### config.mk
export PLATFORM = sky130hd
export DESIGN_NAME = avalon_main_pipeline_bridge
export DESIGN_NICKNAME = d
export VERILOG_FILES = /design/src/rtl/avalon_main_pipeline_bridge.sv
export SDC_FILE = /design/constraint.sdc
export NUM_CORES = 1
export LEC_CHECK = 0
export ABC_AREA = 1
export CAP_MARGIN = 20
export CORE_UTILIZATION = 35
export DETAILED_ROUTE_END_ITERATION = 10
export SLEW_MARGIN = 40
export SYNTH_ARGS = -nofsm -noshare
export SYNTH_HDL_FRONTEND = slang
export SYNTH_SLANG_ARGS = --single-unit
### constraint.sdc
create_clock -name clk_i -period 2.75 [get_ports clk_i]
set_input_delay 0.55 -clock clk_i [delete_from_list [all_inputs] [get_ports clk_i]]
set_output_delay 0.55 -clock clk_i [all_outputs]
set_load 0.02 [all_outputs]
### src/rtl/avalon_main_pipeline_bridge.sv
// Registered Avalon-MM bridge: command register with skid buffer, read credit
// counter, registered read responses and a read watchdog that synthesizes SLVERR.
module avalon_main_pipeline_bridge #(
  parameter int MAX_PENDING = 4,
  parameter int TIMEOUT     = 1024
) (
  input  logic        clk_i,
  input  logic        rst_ni,
  input  logic [31:0] s_address,
  input  logic [3:0]  s_byteenable,
  input  logic        s_read,
  input  logic        s_write,
  input  logic [31:0] s_writedata,
  output logic        s_waitrequest,
  output logic [31:0] s_readdata,
  output logic        s_readdatavalid,
  output logic [1:0]  s_response,
  output logic [31:0] m_address,
  output logic [3:0]  m_byteenable,
  output logic        m_read,
  output logic        m_write,
  output logic [31:0] m_writedata,
  input  logic        m_waitrequest,
  input  logic [31:0] m_readdata,
  input  logic        m_readdatavalid,
  input  logic [1:0]  m_response,
  output logic [3:0]  pending_o
);

  localparam int              TW    = (TIMEOUT > 1) ? $clog2(TIMEOUT) : 1;
  localparam logic [3:0]      MAX_P = 4'(MAX_PENDING);
  localparam logic [TW-1:0]   TLAST = TW'(TIMEOUT - 1);

  typedef struct packed {
    logic        rd;
    logic        wr;
    logic [31:0] addr;
    logic [3:0]  be;
    logic [31:0] wdata;
  } cmd_t;

  cmd_t          in_cmd, skid_cmd_p0, main_cmd_p1;
  logic          skid_v, main_v;
  logic [3:0]    pending_q, issued_q, drop_q;
  logic [TW-1:0] timer_q;
  logic          accept, accept_rd, fire, live, expire, take_rsp;

  assign in_cmd        = {s_read, s_write, s_address, s_byteenable, s_writedata};
  assign s_waitrequest = skid_v | (s_read & (pending_q == MAX_P));
  assign accept        = (s_read | s_write) & ~s_waitrequest;
  assign accept_rd     = accept & s_read;
  assign fire          = main_v & ~m_waitrequest;

  // Stage p0 -> p1: skid buffer feeding the main command register
  always_ff @(posedge clk_i or negedge rst_ni) begin
    if (!rst_ni) begin
      main_v      <= 1'b0;
      main_cmd_p1 <= '0;
      skid_v      <= 1'b0;
      skid_cmd_p0 <= '0;
    end else begin
      if (fire || !main_v) begin
        if (skid_v) begin
          main_cmd_p1 <= skid_cmd_p0;
          main_v      <= 1'b1;
        end else if (accept) begin
          main_cmd_p1 <= in_cmd;
          main_v      <= 1'b1;
        end else begin
          main_v      <= 1'b0;
        end
      end
      if (skid_v && fire) begin
        skid_v <= 1'b0;
      end else if (accept && main_v && !fire) begin
        skid_v      <= 1'b1;
        skid_cmd_p0 <= in_cmd;
      end
    end
  end

  assign m_read       = main_v & main_cmd_p1.rd;
  assign m_write      = main_v & main_cmd_p1.wr;
  assign m_address    = main_cmd_p1.addr;
  assign m_byteenable = main_cmd_p1.be;
  assign m_writedata  = main_cmd_p1.wdata;
  assign pending_o    = pending_q;

  // A read is live once issued and not yet written off by the watchdog
  assign live     = (issued_q != drop_q);
  assign expire   = (TIMEOUT != 0) && live && !m_readdatavalid && (timer_q == TLAST);
  assign take_rsp = m_readdatavalid & (drop_q == 4'd0);

  always_ff @(posedge clk_i or negedge rst_ni) begin
    if (!rst_ni) begin
      pending_q <= 4'd0;
      issued_q  <= 4'd0;
      drop_q    <= 4'd0;
      timer_q   <= '0;
    end else begin
      pending_q <= pending_q + 4'(accept_rd) - 4'(m_readdatavalid);
      issued_q  <= issued_q + 4'(fire & main_cmd_p1.rd) - 4'(m_readdatavalid);
      drop_q    <= drop_q + 4'(expire) - 4'(m_readdatavalid & (drop_q != 4'd0));
      if (!live || m_readdatavalid || expire) timer_q <= '0;
      else                                    timer_q <= timer_q + TW'(1);
    end
  end

  // Stage p1 -> upstream: registered response, fabric beats take priority over timeout
  always_ff @(posedge clk_i or negedge rst_ni) begin
    if (!rst_ni) begin
      s_readdatavalid <= 1'b0;
      s_readdata      <= '0;
      s_response      <= 2'b00;
    end else begin
      s_readdatavalid <= take_rsp | expire;
      if (take_rsp) begin
        s_readdata <= m_readdata;
        s_response <= m_response;
      end else if (expire) begin
        s_readdata <= '0;
        s_response <= 2'b10;
      end
    end
  end

endmodule
Word level (Yosys, flattened, before mapping) --
Index checks and enable logic that the tools add are counted.
Word-level totals: bits in registers 199, output and inout bits 110
Operators by class: bitwise gates (word level) 15, reduce and logical (&&, ||, !) cells 19, $add $sub $neg 7, equality and inequality tests 3, multiplexer cells 11
Operator list (count):
- two-way mux 70 bit | 2
- two-way mux 32 bit | 2
- adder 4 x 1 -> 4 bit | 3
- subtractor 4 x 1 -> 4 bit | 3
- adder 10 x 1 -> 10 bit (second input constant) | 1
- equality test 10 bit (second input constant) | 1
- two-way mux 10 bit | 1
- bitwise AND 1 bit | 9
- nonzero test 2 bit | 3
- logical AND 1 bit | 5
- equality test 4 x 3 -> 1 bit (second input constant) | 1
- logical NOT 1 bit | 4
- logical NOT 4 bit | 1
- two-way mux 1 bit | 4
- two-way mux 2 bit | 2
- inequality test 4 bit | 1
- AND reduction 2 bit | 2
- nonzero test 4 bit | 1
- logical OR 1 bit | 3
- inverter 1 bit | 3
- OR 1 bit | 3

Longest topological paths before layout --
depth after elaboration 9, gate-level depth with buffers 12, mapped depth without buffers 11

Least setup slack after synthesis --
No wires, ideal clock.
path kind register to register, start point register skid_v, end point register pending_q[2], in the netlist pending_o[2], path slack 0.636 ns, buffers on the path 2, library setup time 0.124 ns, arrival 1.990 ns, stages on the path, launching flop included 10, cell sequence dfrtp_1 inv_2 buf_2 clkbuf_1 nand3_1 ha_1 inv_1 ha_1 fa_1 xor2_1
Between the ends: word-level cells in the longest chain between the ends 6
RTL lines:
- from (decl) | line 43 | logic skid_v, main_v;
- from (signal assigned) | line 59 | skid_v <= 1'b0;
- from (signal assigned) | line 74 | skid_v <= 1'b0;
- from (signal assigned) | line 76 | skid_v <= 1'b1;
- OR 1 bit | line 49 | assign s_waitrequest = skid_v | (s_read & (pending_q == MAX_P));
- inverter 1 bit | line 50 | assign accept = (s_read | s_write) & ~s_waitrequest;
- bitwise AND 1 bit | line 50
- bitwise AND 1 bit | line 51 | assign accept_rd = accept & s_read;
- adder 4 x 1 -> 4 bit | line 101 | pending_q <= pending_q + 4'(accept_rd) - 4'(m_readdatavalid);
- subtractor 4 x 1 -> 4 bit | line 101
- to (signal assigned) | line 101
- to (decl) | line 44 | logic [3:0] pending_q, issued_q, drop_q;
Every way passes these cells. A chain may end at the register's enable or synchronous reset.

Worst setup path in the final report --
start point input port s_read, end point output port s_waitrequest
Between the ends: word-level cells in the longest chain between the ends 2
RTL lines:
- from (decl) | line 11 | input logic s_read,
- bitwise AND 1 bit | line 49
- OR 1 bit | line 49
- to (decl) | line 14 | output logic s_waitrequest,
Every way passes these cells.

==> results by group <==
Global route
  – GRT Total Usage: 16.0%
  – Antenna violations before repair: 0
  – Vias in the first global route: 6937
  – First-pass GRT wire length: 34800 µm
  – Gr ovfl total: 0
  – Largest net degree at the start of global routing: 85

Drt
  – WL per Instance: 13.3 µm
  – DRC: 24
  – Via-to-Cell Ratio: 4.46
  – Post-route antenna net violation count: 0
  – Post-Route WL: 21200 µm
  – DRT iter0 DRCs: 420
  – Via count: 7115
  – Initial DRT Pass Iterations: 8

Power and ir drop
  – Sw frac: 40.3%
  – Clock power frac: 19.5%
  – Peak VDD IR: 0.595 mV
  – Final total power: 13800 µW
  – Internal: 8230 µW
  – Power per cell area: 1150 nW/µm²
  – Leak: 0.00586 µW
  – Comb power frac: 44.6%
  – Sequential power share: 35.9%
  – Switch Pwr: 5540 µW

STA
  – Skew final: 0.0163 ns
  – Fin crit period: 2.24 ns
  – Pins Over Slew Limit: 0
  – Setup-failing EPs final: 0
  – Pin slew with the least headroom to its limit: 0.700 ns
  – Fmax: 0.446 GHz
  – Final hold violations: 0
  – Final worst-path cycle share: 81.5%
  – TNS Setup: 0 ns
  – RSZ-0062 raised after global routing: no
  – Relative slew slack: 53.3%

Finish
  – Multi-input combinational cell area: 3180 µm²
  – Final Instance Area: 12000 µm²
  – Area Growth Syn to Fin: 27.9%
  – FF+latch area: 4980 µm²
  – Layout cell share with drive strength beyond 1: 5.56%
  – Fillers: 2606
  – Diode count: 0
  – Final core utilization: 45.8%
  – Final Non-Filler Cells: 1594
  – Nets: 1371

Critical path
  – Crit-path slowest cell: clkdlybuf4s50_1
  – Critical Path Start: s_read
  – Critical path cell sequence: clkdlybuf4s50_1 -> nand3_1 -> nand2_1 -> dlymetal6s2s_1
  – Worst Path Buf+Inv: 2
  – CP delay by family, top: buffers and inverters
  – Critical path endpoint: s_waitrequest
  – Crit Reg-Reg Startpoint: pending_o[2]$_DFF_PN0_
  – CP Class: input pin to output port
  – Startpoint types: input pin
  – Worst EP arrival: 1.69 ns
  – WP depth: 4
  – R2R Path End: pending_o[2]$_DFF_PN0_
  – Crit-path max cell delay: 0.53 ns
  – Worst setup EP type: output port
  – CP Data Required Time: 2.20 ns
  – Max FO, Critical Path: 4
  – Reg2Reg Setup Slack: 0.62 ns
  – R2R depth: 8

Floorplan
  – # IOs: 218
  – Core Footprint: 26100 µm²
  – Die footprint: 27400 µm²
  – Die H: 166 µm
  – Row cnt: 59
  – Die Wd: 166 µm
  – Initial core utilization: 35.8%

Synthesis
  – Ys Warns: 0
  – Syn Area/Cell: 8.38 µm²
  – Syn Std Cell Area: 9360 µm²
  – Yosys reg bits: 199
  – Post-synth EDFFs: 0
  – Synth top area share: 53.2%
  – Async SR Flop Fraction: 100%
  – Seq/Total Area, Yosys: 53.2%
  – Top-count cell post-synth: nand2_1
  – Syn nets: 1242
  – Area contributors post-synth: dfrtp_1, nand2_1, buf_4
  – Largest area contributor in the netlist: dfrtp_1
  – Syn Inst Count: 1117
  – Synth cell count leaders: nand2_1, dfrtp_1, o21ai_0
  – Synth unique cells: 26
  – Most used DFF post-synth: dfrtp_1

Placement
  – Dpl cell area: 11300 µm²
  – Hpwl dp: 14000 µm
  – Gpl congestion: 0.730
  – IO buf count: 217
  – Placed cell count: 1562

Run
  – # Max-Cap Violations: 0

CTS
  – Root Driver: clkbuf_16
  – CTS tree: yes
  – Total clock sinks: 199
  – Worst-path clk slew: 0.09 ns
  – CTS max path bufs: 2
  – CTS Buf Count: 17
  – Worst-Skew Late Latency: 0.44 ns
  – H-tree Lvls: 4

Worst hold path
  – Path category of the worst min-delay check: input pin to async pin

Outcome
  – Failing checks: design-rule violations
  – Status: finished with violations
metrics by stage:
| stage | worst slack (ns) | hold WS, ns |
|---|---|---|
| floorplan | 0.636 | 0.254 |
| global placement | 0.142 | 0.448 |
| detailed placement | 0.117 | 0.449 |
| CTS | 0.118 | 0.0819 |
| global route | 0.385 | 0.101 |
| finish | 0.509 | 0.0624 |
routing by layer:
layer / vias up / GRT usage, % / wire length, µm / share of wire (%)
met1: 3328 / 20.8 / 9580 / 45
met4: 0 / 2.52 / 87 / 0.41
met2: 144 / 27.0 / 10300 / 49
met5: - / 0 / 0 / 0
li1: 3635 / - / - / -
met3: 8 / 4.30 / 1160 / 5.5
worst reg2reg max path, delay by kind of cell (launching register included):
kind	cells	cell delay (ns)
xor+xnor	1	0.18
simple gates	2	0.31
fa+ha+maj	4	1.08
buf+inv	1	0.04
flops	1	0.41
registers in the layout, indices dropped and copies added (netlist names):
| signal | flops |
|---|---|
| skid_cmd_p0 | 70 |
| timer_q | 10 |
| m_writedata | 32 |
| m_address | 32 |
| s_response | 2 |
| pending_o | 4 |
| main_cmd_p1 | 2 |
| drop_q | 4 |
| s_readdatavalid | 1 |
| m_byteenable | 4 |
| skid_v | 1 |
| s_readdata | 32 |
| main_v | 1 |
| issued_q | 4 |
worst min path at each step:
| stage | endpoint | slack (ns) | cells after the start |
|---|---|---|---|
| 6_report | m_address[25]$_DFFE_PN0P_ | 0.06 | 1 |
| 5_1_grt | m_address[25]$_DFFE_PN0P_ | 0.10 | 1 |
| 4_1_cts | m_address[25]$_DFFE_PN0P_ | 0.08 | 1 |
| 3_5_place_dp | timer_q[0]$_DFF_PN0_ | 0.45 | 1 |
| 3_3_place_gp | timer_q[0]$_DFF_PN0_ | 0.45 | 1 |
| 2_1_floorplan | drop_q[0]$_DFF_PN0_ | 0.25 | 0 |
area by class of cell:
class	count	area share [%]
clock inverter	15	1.78
clock buffer	17	3.56
multi-input combinational	698	26.6
tap	335	3.50
sequential	199	41.6
timing repair buffer	231	19.8
inverter	99	3.11
cells by family (layout without fill, tap and decap cells):
kind of cell	count (synthesis)	in the layout	synth area share, %
simple gates	520	520	21.9
buf+inv	220	362	12.7
flops	199	199	53.2
compound gates	146	146	8.17
fa+ha+maj	17	17	2.51
xor+xnor	15	15	1.40
timing repair:
action / 4_1_cts / 5_1_grt
endpoints found under the setup margin: 0 / 1
buffers inserted: 0 / 0
hold buffers: 0 / 0
resized for setup: 0 / 1
cells in the final DEF, fill, tap and decap left out:
| cell type | Yosys | routed |
|---|---|---|
| nor2_1 | 16 | 16 |
| nor2_4 | 2 | 2 |
| dlymetal6s2s_1 | 0 | 1 |
| xnor2_1 | 5 | 5 |
| inv_12 | 0 | 2 |
| clkbuf_8 | 0 | 1 |
| clkbuf_16 | 0 | 17 |
| o21ai_0 | 115 | 115 |
| inv_8 | 0 | 6 |
| o21ai_1 | 19 | 19 |
| nand3_4 | 1 | 1 |
| inv_1 | 93 | 93 |
| ha_1 | 14 | 14 |
| inv_6 | 0 | 1 |
| clkinv_4 | 0 | 1 |
| nand3_1 | 42 | 42 |
| fa_1 | 3 | 3 |
| buf_4 | 79 | 7 |
| a21oi_1 | 3 | 3 |
| xor2_1 | 10 | 10 |
| dfrtp_1 | 199 | 198 |
| nand3b_2 | 1 | 1 |
| clkdlybuf4s50_1 | 0 | 215 |
| nand4_1 | 1 | 1 |
| a21oi_2 | 1 | 1 |
| o21ai_2 | 8 | 8 |
| dfrtp_2 | 0 | 1 |
| bufinv_16 | 0 | 1 |
| nand2_1 | 453 | 453 |
| or2_0 | 1 | 1 |
| inv_2 | 6 | 6 |
| nor2_2 | 3 | 3 |
| clkinv_8 | 0 | 4 |
| buf_12 | 0 | 7 |
power by group through the flow:
stage          combinational (µW)  clock, µW  sequential [µW]
4_1_cts                      6260       2770             4960
2_1_floorplan                4170          0             5150
3_3_place_gp                 6120          0             4970
5_1_grt                      6920       2890             5110
3_5_place_dp                 6240          0             5000
6_report                     6140       2680             4950
(Power assumes the default switching activity.)
